`src/rtl/fc_result_reader.sv`:
```
`default_nettype none
// ============================================================================
//  Module   : fc_result_reader
//  Purpose  : Fetches final-layer FC scores from SRAM e0, streams them out over
//             valid/ready and reports the argmax (predicted class).
//  Revision : 1.0  initial release
// ============================================================================
module fc_result_reader #(
   parameter int DATA_WIDTH             = 8,
   parameter int DATA_NUM_PER_SRAM_ADDR = 4,
   parameter int CLASS_NUM              = 10,
   parameter int RESULT_BASE_ADDR       = 0
) (
   input  logic                                           clk,
   input  logic                                           srstn,
   input  logic                                           start,
   output logic [9:0]                                     sram_raddr_e0,
   input  logic [DATA_NUM_PER_SRAM_ADDR*DATA_WIDTH-1:0]   sram_rdata_e0,
   output logic                                           score_valid,
   input  logic                                           score_ready,
   output logic [DATA_WIDTH-1:0]                          score_data,
   output logic [$clog2(CLASS_NUM)-1:0]                   score_idx,
   output logic                                           score_last,
   output logic                                           class_valid,
   output logic [$clog2(CLASS_NUM)-1:0]                   class_id,
   output logic [DATA_WIDTH-1:0]                          class_score,
   output logic                                           busy,
   output logic                                           done
);

   localparam int                     c_WORD_W    = DATA_NUM_PER_SRAM_ADDR * DATA_WIDTH;
   localparam int                     c_IDX_W     = $clog2(CLASS_NUM);
   localparam int                     c_LANE_W    = (DATA_NUM_PER_SRAM_ADDR > 1) ?
                                                    $clog2(DATA_NUM_PER_SRAM_ADDR) : 1;
   localparam logic [c_IDX_W-1:0]     c_LAST_IDX  = c_IDX_W'(CLASS_NUM - 1);
   localparam logic [c_LANE_W-1:0]    c_LAST_LANE = c_LANE_W'(DATA_NUM_PER_SRAM_ADDR - 1);
   localparam logic [9:0]             c_BASE      = 10'(RESULT_BASE_ADDR);

   localparam logic [2:0] c_IDLE   = 3'd0;
   localparam logic [2:0] c_FETCH  = 3'd1;
   localparam logic [2:0] c_LATCH  = 3'd2;
   localparam logic [2:0] c_STREAM = 3'd3;
   localparam logic [2:0] c_DONE   = 3'd4;

   logic [2:0]                   state_q, state_d;
   logic [9:0]                   word_q;
   logic [c_LANE_W-1:0]          lane_q;
   logic [c_IDX_W-1:0]           idx_q;
   logic [c_WORD_W-1:0]          buf_q;
   logic signed [DATA_WIDTH-1:0] max_q;
   logic [c_IDX_W-1:0]           max_idx_q;
   logic                         class_valid_q;
   logic [c_IDX_W-1:0]           class_id_q;
   logic [DATA_WIDTH-1:0]        class_score_q;

   logic [DATA_WIDTH-1:0]        w_lanes [DATA_NUM_PER_SRAM_ADDR];
   logic signed [DATA_WIDTH-1:0] w_score;
   logic                         w_xfer;
   logic                         w_last_score;
   logic                         w_new_max;
   logic signed [DATA_WIDTH-1:0] w_max_d;
   logic [c_IDX_W-1:0]           w_max_idx_d;

   // Lane 0 occupies the most significant bits of the SRAM word.
   for (genvar l = 0; l < DATA_NUM_PER_SRAM_ADDR; l++) begin : g_lane
      assign w_lanes[l] = buf_q[(DATA_NUM_PER_SRAM_ADDR-l)*DATA_WIDTH-1 -: DATA_WIDTH];
   end

   assign w_score      = w_lanes[lane_q];
   assign w_xfer       = (state_q == c_STREAM) && score_ready;
   assign w_last_score = (idx_q == c_LAST_IDX);
   assign w_new_max    = (idx_q == '0) || (w_score > max_q);
   assign w_max_d      = w_new_max ? w_score : max_q;
   assign w_max_idx_d  = w_new_max ? idx_q : max_idx_q;

   always_ff @(posedge clk or negedge srstn) begin
      if (!srstn) begin
         state_q <= c_IDLE;
      end else begin
         state_q <= state_d;
      end
   end

   always_comb begin
      state_d = state_q;
      case (state_q)
         c_IDLE:   if (start) state_d = c_FETCH;
         c_FETCH:  state_d = c_LATCH;
         c_LATCH:  state_d = c_STREAM;
         c_STREAM: begin
            if (w_xfer) begin
               if (w_last_score)              state_d = c_DONE;
               else if (lane_q == c_LAST_LANE) state_d = c_FETCH;
            end
         end
         c_DONE:   state_d = c_IDLE;
         default:  state_d = c_IDLE;
      endcase
   end

   always_comb begin
      score_valid   = (state_q == c_STREAM);
      busy          = (state_q != c_IDLE);
      done          = (state_q == c_DONE);
      score_data    = score_valid ? w_score : '0;
      score_idx     = score_valid ? idx_q : '0;
      score_last    = score_valid && w_last_score;
      sram_raddr_e0 = c_BASE + word_q;
      class_valid   = class_valid_q;
      class_id      = class_id_q;
      class_score   = class_score_q;
   end

   always_ff @(posedge clk or negedge srstn) begin
      if (!srstn) begin
         word_q        <= '0;
         lane_q        <= '0;
         idx_q         <= '0;
         buf_q         <= '0;
         max_q         <= '0;
         max_idx_q     <= '0;
         class_valid_q <= 1'b0;
         class_id_q    <= '0;
         class_score_q <= '0;
      end else begin
         if ((state_q == c_IDLE) && start) begin
            word_q        <= '0;
            lane_q        <= '0;
            idx_q         <= '0;
            class_valid_q <= 1'b0;
            class_id_q    <= '0;
            class_score_q <= '0;
         end
         if (state_q == c_LATCH) begin
            buf_q <= sram_rdata_e0;
         end
         if (w_xfer) begin
            max_q     <= w_max_d;
            max_idx_q <= w_max_idx_d;
            idx_q     <= idx_q + c_IDX_W'(1);
            // The result registers take the post-update max so they are final in DONE.
            if (w_last_score) begin
               class_valid_q <= 1'b1;
               class_id_q    <= w_max_idx_d;
               class_score_q <= w_max_d;
            end else if (lane_q == c_LAST_LANE) begin
               lane_q <= '0;
               word_q <= word_q + 10'd1;
            end else begin
               lane_q <= lane_q + c_LANE_W'(1);
            end
         end
         if (state_q == c_DONE) begin
            word_q <= '0;
            lane_q <= '0;
            idx_q  <= '0;
         end
      end
   end

endmodule
`default_nettype wire

```
`config.mk`:
```
export PLATFORM = sky130hd
export DESIGN_NAME = fc_result_reader
export DESIGN_NICKNAME = d
export VERILOG_FILES = /design/src/rtl/fc_result_reader.sv
export SDC_FILE = /design/constraint.sdc
export NUM_CORES = 1
export LEC_CHECK = 0
export BUFFER_PORTS_ARGS = -buffer_cell sky130_fd_sc_hd__buf_2
export CAP_MARGIN = 20
export CORE_ASPECT_RATIO = 0.6
export CORE_MARGIN = 3
export CORE_UTILIZATION = 56
export CTS_CLUSTER_DIAMETER = 60
export DETAILED_ROUTE_END_ITERATION = 10
export GPL_ROUTABILITY_DRIVEN = 1
export GPL_TIMING_DRIVEN = 0
export PLACE_DENSITY = 0.81
export SLEW_MARGIN = 30
export SYNTH_ARGS = -nofsm -noshare
export SYNTH_HDL_FRONTEND = slang
export SYNTH_SLANG_ARGS = --single-unit
```
`constraint.sdc`:
```
create_clock -name clk -period 8.2 [get_ports clk]
set_clock_uncertainty 0.1 [all_clocks]
set_input_delay 0.41 -clock clk [delete_from_list [all_inputs] [get_ports clk]]
set_output_delay 0.41 -clock clk [all_outputs]
set_load 0.01 [all_outputs]
```
=== Word-level counts from Yosys, hierarchy flattened ===
Index checks and enable logic that the tools add are counted.

* Output and inout port bits: 39
* Word-level logic and storage cells: 68
* Input port bits: 36
* Flip-flop bits (word level): 76

* Bitwise operators: 1
* Reduce and logical (&&, ||, !) cells: 9
* Equal/unequal tests: 9
* $add $sub $neg: 3
* Mux-type cells: 34
* $lt $le $gt $ge: 2

{| class="wikitable"
|+ Operators by type and width
! cell !! count
|-
| 2-to-1 mux 8 bit || 7
|-
| 2-to-1 mux 10 bit || 5
|-
| 2-to-1 mux 4 bit || 8
|-
| binary-select mux 8 bit (select 2 bit) || 1
|-
| 2-to-1 mux 3 bit || 4
|-
| case mux 3 bit (4 select lines) || 1
|-
| adder 10 x 1 -> 10 bit (second input constant) || 1
|-
| 2-to-1 mux 2 bit || 5
|-
| greater-than comparator 8 bit || 1
|-
| == test 3 x 2 -> 1 bit (second input constant) || 2
|-
| nonzero test 3 bit || 2
|-
| adder 4 x 1 -> 4 bit (second input constant) || 1
|-
| == test 4 bit (second input constant) || 1
|-
| logical NOT 4 bit || 1
|-
| == test 3 x 1 -> 1 bit (second input constant) || 1
|-
| == test 3 bit (second input constant) || 1
|-
| >= comparator 3 bit (second input constant) || 1
|-
| logical AND 1 bit || 3
|-
| logical NOT 3 bit || 1
|-
| 2-to-1 mux 1 bit || 3
|-
| inequality test 3 x 1 -> 1 bit (second input constant) || 1
|-
| inverter 2 -> 3 bit || 1
|-
| AND reduction 3 bit || 1
|-
| adder 2 x 1 -> 2 bit (second input constant) || 1
|-
| other kinds (4) || 4
|}

=== Logic depth before layout (Yosys ltp) ===
Gate-level depths: netlist of the first run.

* Word-level depth: 9
* Mapped depth: 10
* Mapped depth without buffers: 8

=== Worst setup path after synthesis of the first run ===
Ideal clock, no wire load.

* Path kind: register to register
* Start point: register lane_q[0]
* End point: register max_idx_q[1]
* Path slack: 5.156 ns
* Data required time: 7.975 ns
* Arrival time: 2.819 ns
* Library setup time: 0.125 ns
* Stages on the path, launching flop included: 10
* Path buffers: 2
* Period minus slack after synthesis: 3.044 ns
* Cell sequence: dfrtp_1 buf_2 mux4_2 ha_1 a21o_1 a2111oi_4 a211oi_2 o31ai_4 buf_6 mux2_4

* Cells in the longest elaborated chain, start to end: 7

{| class="wikitable"
|+ RTL lines
! what !! RTL line !! source
|-
| start, declared || 47 || <nowiki>logic [c_LANE_W-1:0] lane_q;</nowiki>
|-
| start signal, assigned || 150 || <nowiki>lane_q <= lane_q + c_LANE_W'(1);</nowiki>
|-
| inverter 2 -> 3 bit (implied by the code) || 69 || <nowiki>assign w_score = w_lanes[lane_q];</nowiki>
|-
| binary-select mux 8 bit (select 2 bit) || 69 ||
|-
| 2-to-1 mux 8 bit (implied by the code) (2 in series) || 69 ||
|-
| greater-than comparator 8 bit || 72 || <nowiki>assign w_new_max = (idx_q == '0) || (w_score > max_q);</nowiki>
|-
| logical OR 1 bit || 72 ||
|-
| 2-to-1 mux 4 bit || 74 || <nowiki>assign w_max_idx_d = w_new_max ? idx_q : max_idx_q;</nowiki>
|-
| end signal, assigned || 139 || <nowiki>max_idx_q <= w_max_idx_d;</nowiki>
|-
| end, declared || 51 || <nowiki>logic [c_IDX_W-1:0] max_idx_q;</nowiki>
|}

Every way passes these cells. The select of a mux whose other input is x is not followed.
A chain may end at the register's enable or synchronous reset.

=== Worst setup path after layout of the first run ===
* Start point: register lane_q[0]
* End point: register max_idx_q[3]

Same word-level chain as after synthesis.

==> results.cfg, run 1 <==
[setup_path]
r2r_cells = 9
worstReg2RegStart = lane_q[0]
critical_path_class = register to register
worstSetupStartpointType = register
critical_path_arrival_ns = 3.46
critPathRequiredTime_ns = 8.32
r2r_setup_slack_ns = 4.85
crit_path_end = max_idx_q[3]
critPathMaxFanout = 10
reg2reg_to = max_idx_q[3]
crit_start = lane_q[0]
end_kind = register

[sta]
fin_ws_ns = 4.85
final-hold-violation-count = 0
fin_crit_sh_pct = 40.8
rsz0062_at_grt = no
slew_violations = 0
worstMarginPinSlew_ns = 0.596
tns_ns = 0
relSlewSlack_pct = 60.2
min_period_ns = 3.35
setup_violations = 0
holdWs_ns = 0.202
max_freq_ghz = 0.299

[logic_synthesis]
synth-edff-count = 0
yosysTopAreaCell = dfrtp_1
syn_area_um2 = 3890
synth_warnings = 0
synth_commonest_cells = dfrtp_1, mux2_2, nand2_1
synth_area_leaders = dfrtp_1, mux2_2, mux4_2
ys_ff_latch = 76
synth_cell_types = 45
ys_seq_area_share_pct = 48.8
synth_top_flop_cell = dfrtp_1
postSynthCellCount = 340
synth_top_area_share_pct = 48.8
syn_nets = 389
avgSynthCellArea_um2 = 11.5
synth-async-reset-ratio_pct = 100
synth.most_common_cell = dfrtp_1

[floorplanning]
ios = 75
rows = 22
start_util_pct = 60.7
core-area_um2 = 6410
die_y_um = 70.6
die-area_um2 = 8020
fp.dieW_um = 114

[run_status]
status = completed

[final_layout]
n_antenna_cell = 0
multi_input_area_um2 = 1830
drive_gt1_share_pct = 37.0
num-nets-final = 476
n_fill_cell = 443
area_delta_synth_final_pct = 21.3
fin_util_pct = 73.6
seq_area_um2 = 1900

[place]
place_hpwl_um = 6480
preCtsSetupSlack_ns = 4.90
io_buffers = 74
place_congestion = 0.820

[routing]
drtAntennaViolNets = 0
vias = 3036
wl_um = 9360
drtPass1Iterations = 6
drt_iter0_drc = 317
remaining_drc_errors = 0
avgRoutedWirePerCell_um = 18.1
avgViaCountPerCell = 5.88

[power]
finalPower_uw = 2220
vdd_drop_max_mv = 0.243
power.density_nw_per_um2 = 469
power.leakage_uw = 0.00223

[clock_tree]
clkLatencyLatePin_ns = 0.34
clock_sinks = 76
cts_tree = done
root_buffer = clkbuf_16
cts-resized-gates = 0
h-tree-depth = 3
postCtsSetupRepairBufs = 0
cts_made_buffers = 9
cts_buffer_depth = 2
clkSlewWorstSetupHoldPaths_ns = 0.06

[flow_run]
max_cap_viol_count = 0

[global_routing]
antenna_found_initial = 0
grt_pass1_vias = 3069
grt_pass1_wl_um = 15100
overflow = 0
grt_usage_pct = 24.4
grt_max_degree = 52

[worst_hold_path]
hold_path_class = input port to register
worstHoldPathCells = 2
hold_start = sram_rdata_e0[14]
==> routing by layer <==
layer | GRT usage (%) | vias to the layer above | part of all wire [%]
met4 | 7.47 | 0 | 1.6
met3 | 7.01 | 22 | 7.2
met5 | 0 | - | 0
met2 | 36.7 | 122 | 46
li1 | - | 1393 | -
met1 | 34.6 | 1499 | 45
==> worst min path at each step <==
| stage | endpoint | slack (ns) |
|---|---|---|
| final | buf_q[14] | 0.20 |
| after global routing | buf_q[4] | 0.20 |
| after CTS | buf_q[4] | 0.20 |
| after detailed placement | class_score[4] | 0.25 |
| after global placement | word_q[9] | 0.36 |
| after floorplan | buf_q[0] | 0.01 |
==> repair_timing <==
| item | CTS | global route |
|---|---|---|
| hold buffers | 1 | 0 |
| hold endpoints to repair | 25 | 0 |
| setup endpoints to repair | 0 | 0 |
==> report_power, final <==
group          total [µW]  switching, µW  internal [µW]
logic                1170            621            547
registers             643            106            538
clock network         405            153            252
==> flip-flops by register name, summed over array words and instances (netlist names) <==
register / flops
class_valid: 1
state_q: 3
class_score: 8
max_q: 8
class_id: 4
lane_q: 2
idx_q: 4
buf_q: 32
word_q: 10
max_idx_q: 4
==> layout by cell type (no fill, tap or decap), types with 5 or more instances in the layout <==
| cell type | n |
|---|---|
| a21oi_1 | 12 |
| buf_2 | 83 |
| clkbuf_1 | 7 |
| clkbuf_16 | 9 |
| dfrtp_1 | 76 |
| ha_1 | 13 |
| inv_1 | 16 |
| mux2_2 | 33 |
| mux2_4 | 10 |
| mux4_2 | 8 |
| nand2_1 | 30 |
| nand3_1 | 10 |
| nor2_1 | 24 |
| nor2b_1 | 10 |
| nor3_1 | 5 |
| o211ai_1 | 19 |
| o21ai_0 | 11 |
==> critical path, cell delays in order (launching register included) <==
cell       delay (ns)
dfrtp_1          0.36
buf_2            0.32
mux4_2           0.63
ha_1             0.32
a21o_1           0.19
a2111oi_4        0.36
a211oi_2         0.12
o31ai_4          0.27
buf_6            0.23
mux2_4           0.32
==> cells by family after synthesis <==
family          synth area share (%)
buf+inv                         4.08
compound gates                  11.1
mux                             18.5
fa+ha+maj                       4.18
simple gates                    13.0
flops                           48.8
xor+xnor                       0.225
==> metrics by stage <==
step | area (µm²) | std cells
2_1_floorplan | 3890 | 340
3_5_place_dp | 4400 | 499
4_1_cts | 4720 | 516
3_3_place_gp | 4370 | 498
5_1_grt | 4720 | 516
6_report | 4720 | 516
==> layout make-up <==
type | instances | share of cell area (%)
clock inverters | 5 | 1.27
flip-flops and latches | 76 | 40.3
repair buffers | 76 | 8.69
well taps | 84 | 2.23
plain buffers | 19 | 2.01
multi-input cells | 228 | 38.8
inverters | 17 | 1.35
clock buffers | 11 | 5.35
No activity file was read; power rests on OpenSTA's default activity.
==> inputs of run 2 (changes only) <==
- CORE_UTILIZATION: 56 -> 55
- PLACE_DENSITY: 0.81 -> 0.79
- clock period: 8.2 -> 3.2 ns (I/O delays scaled with it)
==> results.cfg, run 2 (synthesized netlist as in run 1, its figures left out) <==
[floorplanning]
die-area_um2 = 8160
rows = 23
fp.dieW_um = 115
die_y_um = 71.2
ios = 75
start_util_pct = 57.6
core-area_um2 = 6760

[final_layout]
drive_gt1_share_pct = 35.0
seq_area_um2 = 1900
mostFrequentLayoutCell = buf_2
n_antenna_cell = 0
fin_util_pct = 75.0
largest_reg_flops = 32
fin_area_um2 = 5070
n_fill_cell = 457
num-nets-final = 512
reg.largest.list = buf_q (32), word_q (10)
regMostFlops = buf_q
multi_input_area_um2 = 1830
area_delta_synth_final_pct = 30.3
most-common-layout-cells = buf_2, dfrtp_1, mux2_2, dlygate4sd3_1, nand2_1

[sta]
fin_crit_sh_pct = 97.8
setup_violations = 0
slew_violations = 0
fin_ws_ns = 0.0712
relSlewSlack_pct = 56.4
max_freq_ghz = 0.320
final-hold-violation-count = 0
tns_ns = 0
worstMarginPinSlew_ns = 0.653
rsz0062_at_grt = yes
min_period_ns = 3.13

[routing]
m1WireLength_um = 4430
dr_wl_met2_um = 4640
drt_iter0_drc = 231
avgViaCountPerCell = 5.65
highest_layer = met4
drtPass1Iterations = 7
vias = 3136
wl_um = 9770
remaining_drc_errors = 0
avgRoutedWirePerCell_um = 17.6
met3_length_um = 597
drtAntennaViolNets = 0

[clock_tree]
clock_sinks = 76
root_buffer = clkbuf_16
cts_made_buffers = 9
h-tree-depth = 3
clkLatencyLatePin_ns = 0.33
clkSlewWorstSetupHoldPaths_ns = 0.06
cts_buffer_depth = 2
cts_tree = done

[place]
place_congestion = 0.876
place_area_um2 = 4400
place_hpwl_um = 6630
io_buffers = 74
preCtsSetupSlack_ns = -0.0803

[worst_hold_path]
hold_path_class = input port to register
worstHoldPathCells = 3

[setup_path]
end_kind = register
critPathRequiredTime_ns = 3.31
critical_path_arrival_ns = 3.24
critPathMaxFanout = 10
critical_path_class = register to register
r2r_cells = 9
worstSetupStartpointType = register

[power]
vdd_drop_max_mv = 0.489
power.density_nw_per_um2 = 1130
power.leakage_uw = 0.00239

[global_routing]
overflow = 0
antenna_found_initial = 0
grt_usage_pct = 25.1
grt_max_degree = 48
grt_pass1_vias = 3210
grt_pass1_wl_um = 16000

[flow_run]
max_cap_viol_count = 0

[run_status]
status = completed
run 2: changes by cell type in the layout (fill, tap and decap cells not counted), moves of 2 or more:
cell           change
clkinv_2           +2
clkinvlp_4         -2
dlygate4sd3_1     +32
clkbuf_8           -2
buf_4              +4
run 2: report_power, final:
group | internal (µW) | total, µW | switching [µW] | leakage, µW
logic | 1500 | 3060 | 1560 | 0.00131
clock network | 604 | 1010 | 402 | 0.000139
registers | 1380 | 1680 | 307 | 0.000942
total | 3480 | 5750 | 2270 | 0.00239
run 2: through the flow:
| stage | std cells | hold WS [ns] | total power [µW] |
|---|---|---|---|
| floorplan | 340 | -0.236 | 3780 |
| global placement | 501 | 0.292 | 4440 |
| detailed placement | 502 | 0.0305 | 4570 |
| CTS | 550 | 0.0727 | 5630 |
| global route | 555 | 0.141 | 6140 |
| finish | 555 | 0.108 | 5750 |
run 2: critical path, stage by stage (launching register included):
cell	delay (ns)
dfrtp_1	0.41
buf_8	0.17
mux4_2	0.56
ha_1	0.31
a21o_1	0.19
a2111oi_4	0.36
a211oi_2	0.12
o31ai_4	0.28
buf_6	0.19
mux2_4	0.30
run 2: cell type report:
class | count | share of cell area, %
flip-flops and latches | 76 | 37.5
well taps | 87 | 2.14
multi-input cells | 228 | 36.1
clock inverters | 6 | 1.26
plain buffers | 18 | 2.00
clock buffers | 10 | 4.51
inverters | 17 | 1.26
repair buffers | 113 | 15.2
run 2: path summary, 6_finish.rpt:
| path | from | endpoint | slack, ns |
|---|---|---|---|
| max | lane_q[0] | max_q[7] | 0.07 |
| min | start | class_valid | 0.11 |
| max reg2reg | lane_q[0] | max_q[7] | 0.07 |
| min reg2reg | word_q[9] | word_q[9] | 0.38 |
| max in group asynchronous | srstn | buf_q[8] | 2.22 |
| min in group asynchronous | srstn | idx_q[1] | 0.21 |
run 2: routing by layer:
metal | vias up | global-route usage (%)
met4 | 0 | 7.38
li1 | 1464 | -
met1 | 1522 | 35.7
met5 | - | 0
met3 | 18 | 5.30
met2 | 132 | 39.1
run 2: what timing repair did:
item                       CTS  global route
buffers inserted             0             4
hold buffers                33             0
pin swaps                    0             1
gates cloned                 0             1
hold endpoints to repair    61             0
setup endpoints to repair   11            17
resized for setup            1             7
==> inputs of run 3 (changes only) <==
- ABC_AREA: not set -> 1
- CTS_CLUSTER_DIAMETER: 60 -> not set
- PLACE_DENSITY: 0.79 -> 0.81
==> results.cfg, run 3 <==
[worst_hold_path]
hold_path_class = input port to register

[logic_synthesis]
synth.most_common_cell = nand2_1
synth_top_area_share_pct = 48.7
synth_cell_types = 35
ys_ff_latch = 76
avgSynthCellArea_um2 = 8.92
yosysTopAreaCell = dfrtp_1
synth-edff-count = 0
postSynthCellCount = 438
synth_top_flop_cell = dfrtp_1
synth-async-reset-ratio_pct = 100
syn_area_um2 = 3910
synth_area_leaders = dfrtp_1, nand2_1, mux2_2
syn_nets = 487
ys_seq_area_share_pct = 48.7
synth_warnings = 0
synth_commonest_cells = nand2_1, dfrtp_1, nand3_1

[flow_run]
max_cap_viol_count = 0

[global_routing]
grt_pass1_wl_um = 17000
overflow = 0
antenna_found_initial = 0
grt_max_degree = 40
grt_usage_pct = 26.8
grt_pass1_vias = 3567

[floorplanning]
die_y_um = 71.3
die-area_um2 = 8190
ios = 75
core-area_um2 = 6790
rows = 23
start_util_pct = 57.6
fp.dieW_um = 115

[clock_tree]
cts_tree = done
cts_made_buffers = 9
cts_buffer_depth = 2
postCtsSetupRepairBufs = 0
h-tree-depth = 3
clock_sinks = 76
clkSlewWorstSetupHoldPaths_ns = 0.06
root_buffer = clkbuf_16
clkLatencyLatePin_ns = 0.35

[final_layout]
mostFrequentLayoutCell = nand2_1
reg.largest.list = buf_q (32), word_q (10)
n_fill_cell = 501
num-nets-final = 607
fin_area_um2 = 5050
most-common-layout-cells = nand2_1, buf_2, dfrtp_1
regMostFlops = buf_q
drive_gt1_share_pct = 26.2
area_delta_synth_final_pct = 29.1
fin_cells = 649
largest_reg_flops = 32
n_antenna_cell = 0

[setup_path]
critPathMaxFanout = 10
crit_slowest_cell = dfrtp_1
path_delay_family = simple AND/OR/NAND/NOR gates
worstSetupStartpointType = register
max_stage_delay_ns = 0.39
critical_path_arrival_ns = 3.10
path_buf_inv = 4
critPathMostFrequentCell = nand2_1
crit_chain = buf_2 > inv_2 > buf_4 > nand2_1 > a32oi_2 > ha_1 > a21oi_1 > nor2_1 > nor2_1 > nand2_1 > nand2_1 > nand3_2 > nand2_1 > clkbuf_4 > nand2_1 > nand3_1 > nand2_1
critPathRequiredTime_ns = 3.33
end_kind = register
critical_path_class = register to register

[routing]
drtAntennaViolNets = 0
drt_iter0_drc = 422
remaining_drc_errors = 0
avgViaCountPerCell = 5.51
drtPass1Iterations = 7
vias = 3574
avgRoutedWirePerCell_um = 15.6
wl_um = 10100

[sta]
worstMarginPinSlew_ns = 0.540
setup_violations = 0
relSlewSlack_pct = 64.0
fin_ws_ns = 0.228
max_freq_ghz = 0.337
min_period_ns = 2.97
final-hold-violation-count = 0
slew_violations = 0
fin_crit_sh_pct = 92.9
tns_ns = 0

[power]
vdd_drop_max_mv = 0.604
power.density_nw_per_um2 = 1100
power.leakage_uw = 0.00259
finalPower_uw = 5570

[place]
io_buffers = 74
place_congestion = 0.859
preCtsSetupSlack_ns = 0.181
place_hpwl_um = 7130
place_area_um2 = 4410
placed_cells = 600

[run_status]
status = completed
-- run 3: layer usage --
layer	global-route usage [%]	vias to the layer above	share of wire [%]
li1	-	1709	-
met1	37.6	1705	46
met2	39.5	142	44
met3	7.43	18	8.2
met4	10.8	0	1.9
met5	0	-	0
-- run 3: cell type report --
class	count	area, µm²	area share (%)
Inverter	46	178	3.52
Multi-Input combinational cell	300	1770	35.1
Timing Repair Buffer	109	733	14.5
Buffer	16	82.6	1.64
Sequential cell	76	1900	37.7
Tap cell	87	109	2.16
Clock buffer	13	260	5.16
Clock inverter	2	10.0	0.198
-- run 3: worst paths after layout --
path                            cells after the start  slack, ns         from              to
worst min-delay path                                3       0.15  score_ready      state_q[1]
worst max-delay path                               17       0.23    lane_q[0]  class_score[3]
worst max register to register                     17       0.23    lane_q[0]  class_score[3]
max in group asynchronous                           3       2.18        srstn        max_q[3]
worst min register to register                      2       0.38  class_valid     class_valid
min in group asynchronous                           2       0.23        srstn  class_score[7]
-- run 3: timing repair --
item	4_1_cts	5_1_grt
setup endpoints to repair	0	20
hold buffers	34	0
gates resized for setup	0	4
hold endpoints to repair	71	0
-- run 3: logic make-up after synthesis --
kind of cell               share of synthesized area [%]
xor gates and xnor gates                           0.672
and+or+nand+nor                                     23.2
buffers and inverters                               6.59
adders and majority gates                           4.16
DFF                                                 48.7
AOI/OAI and AO/OA                                   7.46
muxes                                               9.22
-- run 3: report_power, final --
part	switching [µW]	leakage [µW]	total, µW	internal (µW)
Sequential	256	0.000936	1640	1380
Clock	387	0.000135	948	561
Combinational	1830	0.00152	2980	1150
Total	2480	0.00259	5570	3100
-- run 3: through the flow --
| stage | hold slack [ns] | util (%) |
|---|---|---|
| after floorplan | -0.236 | - |
| after global placement | 0.292 | 64.6 |
| after detailed placement | 0.0746 | 64.9 |
| after CTS | 0.138 | 73.9 |
| after global routing | 0.192 | 74.3 |
| final | 0.146 | 74.3 |
-- run 3: tightest hold or removal path, cell delays in order --
cell,delay [ns]
buf_2,0.10
o21ai_0,0.11
nand3b_1,0.17
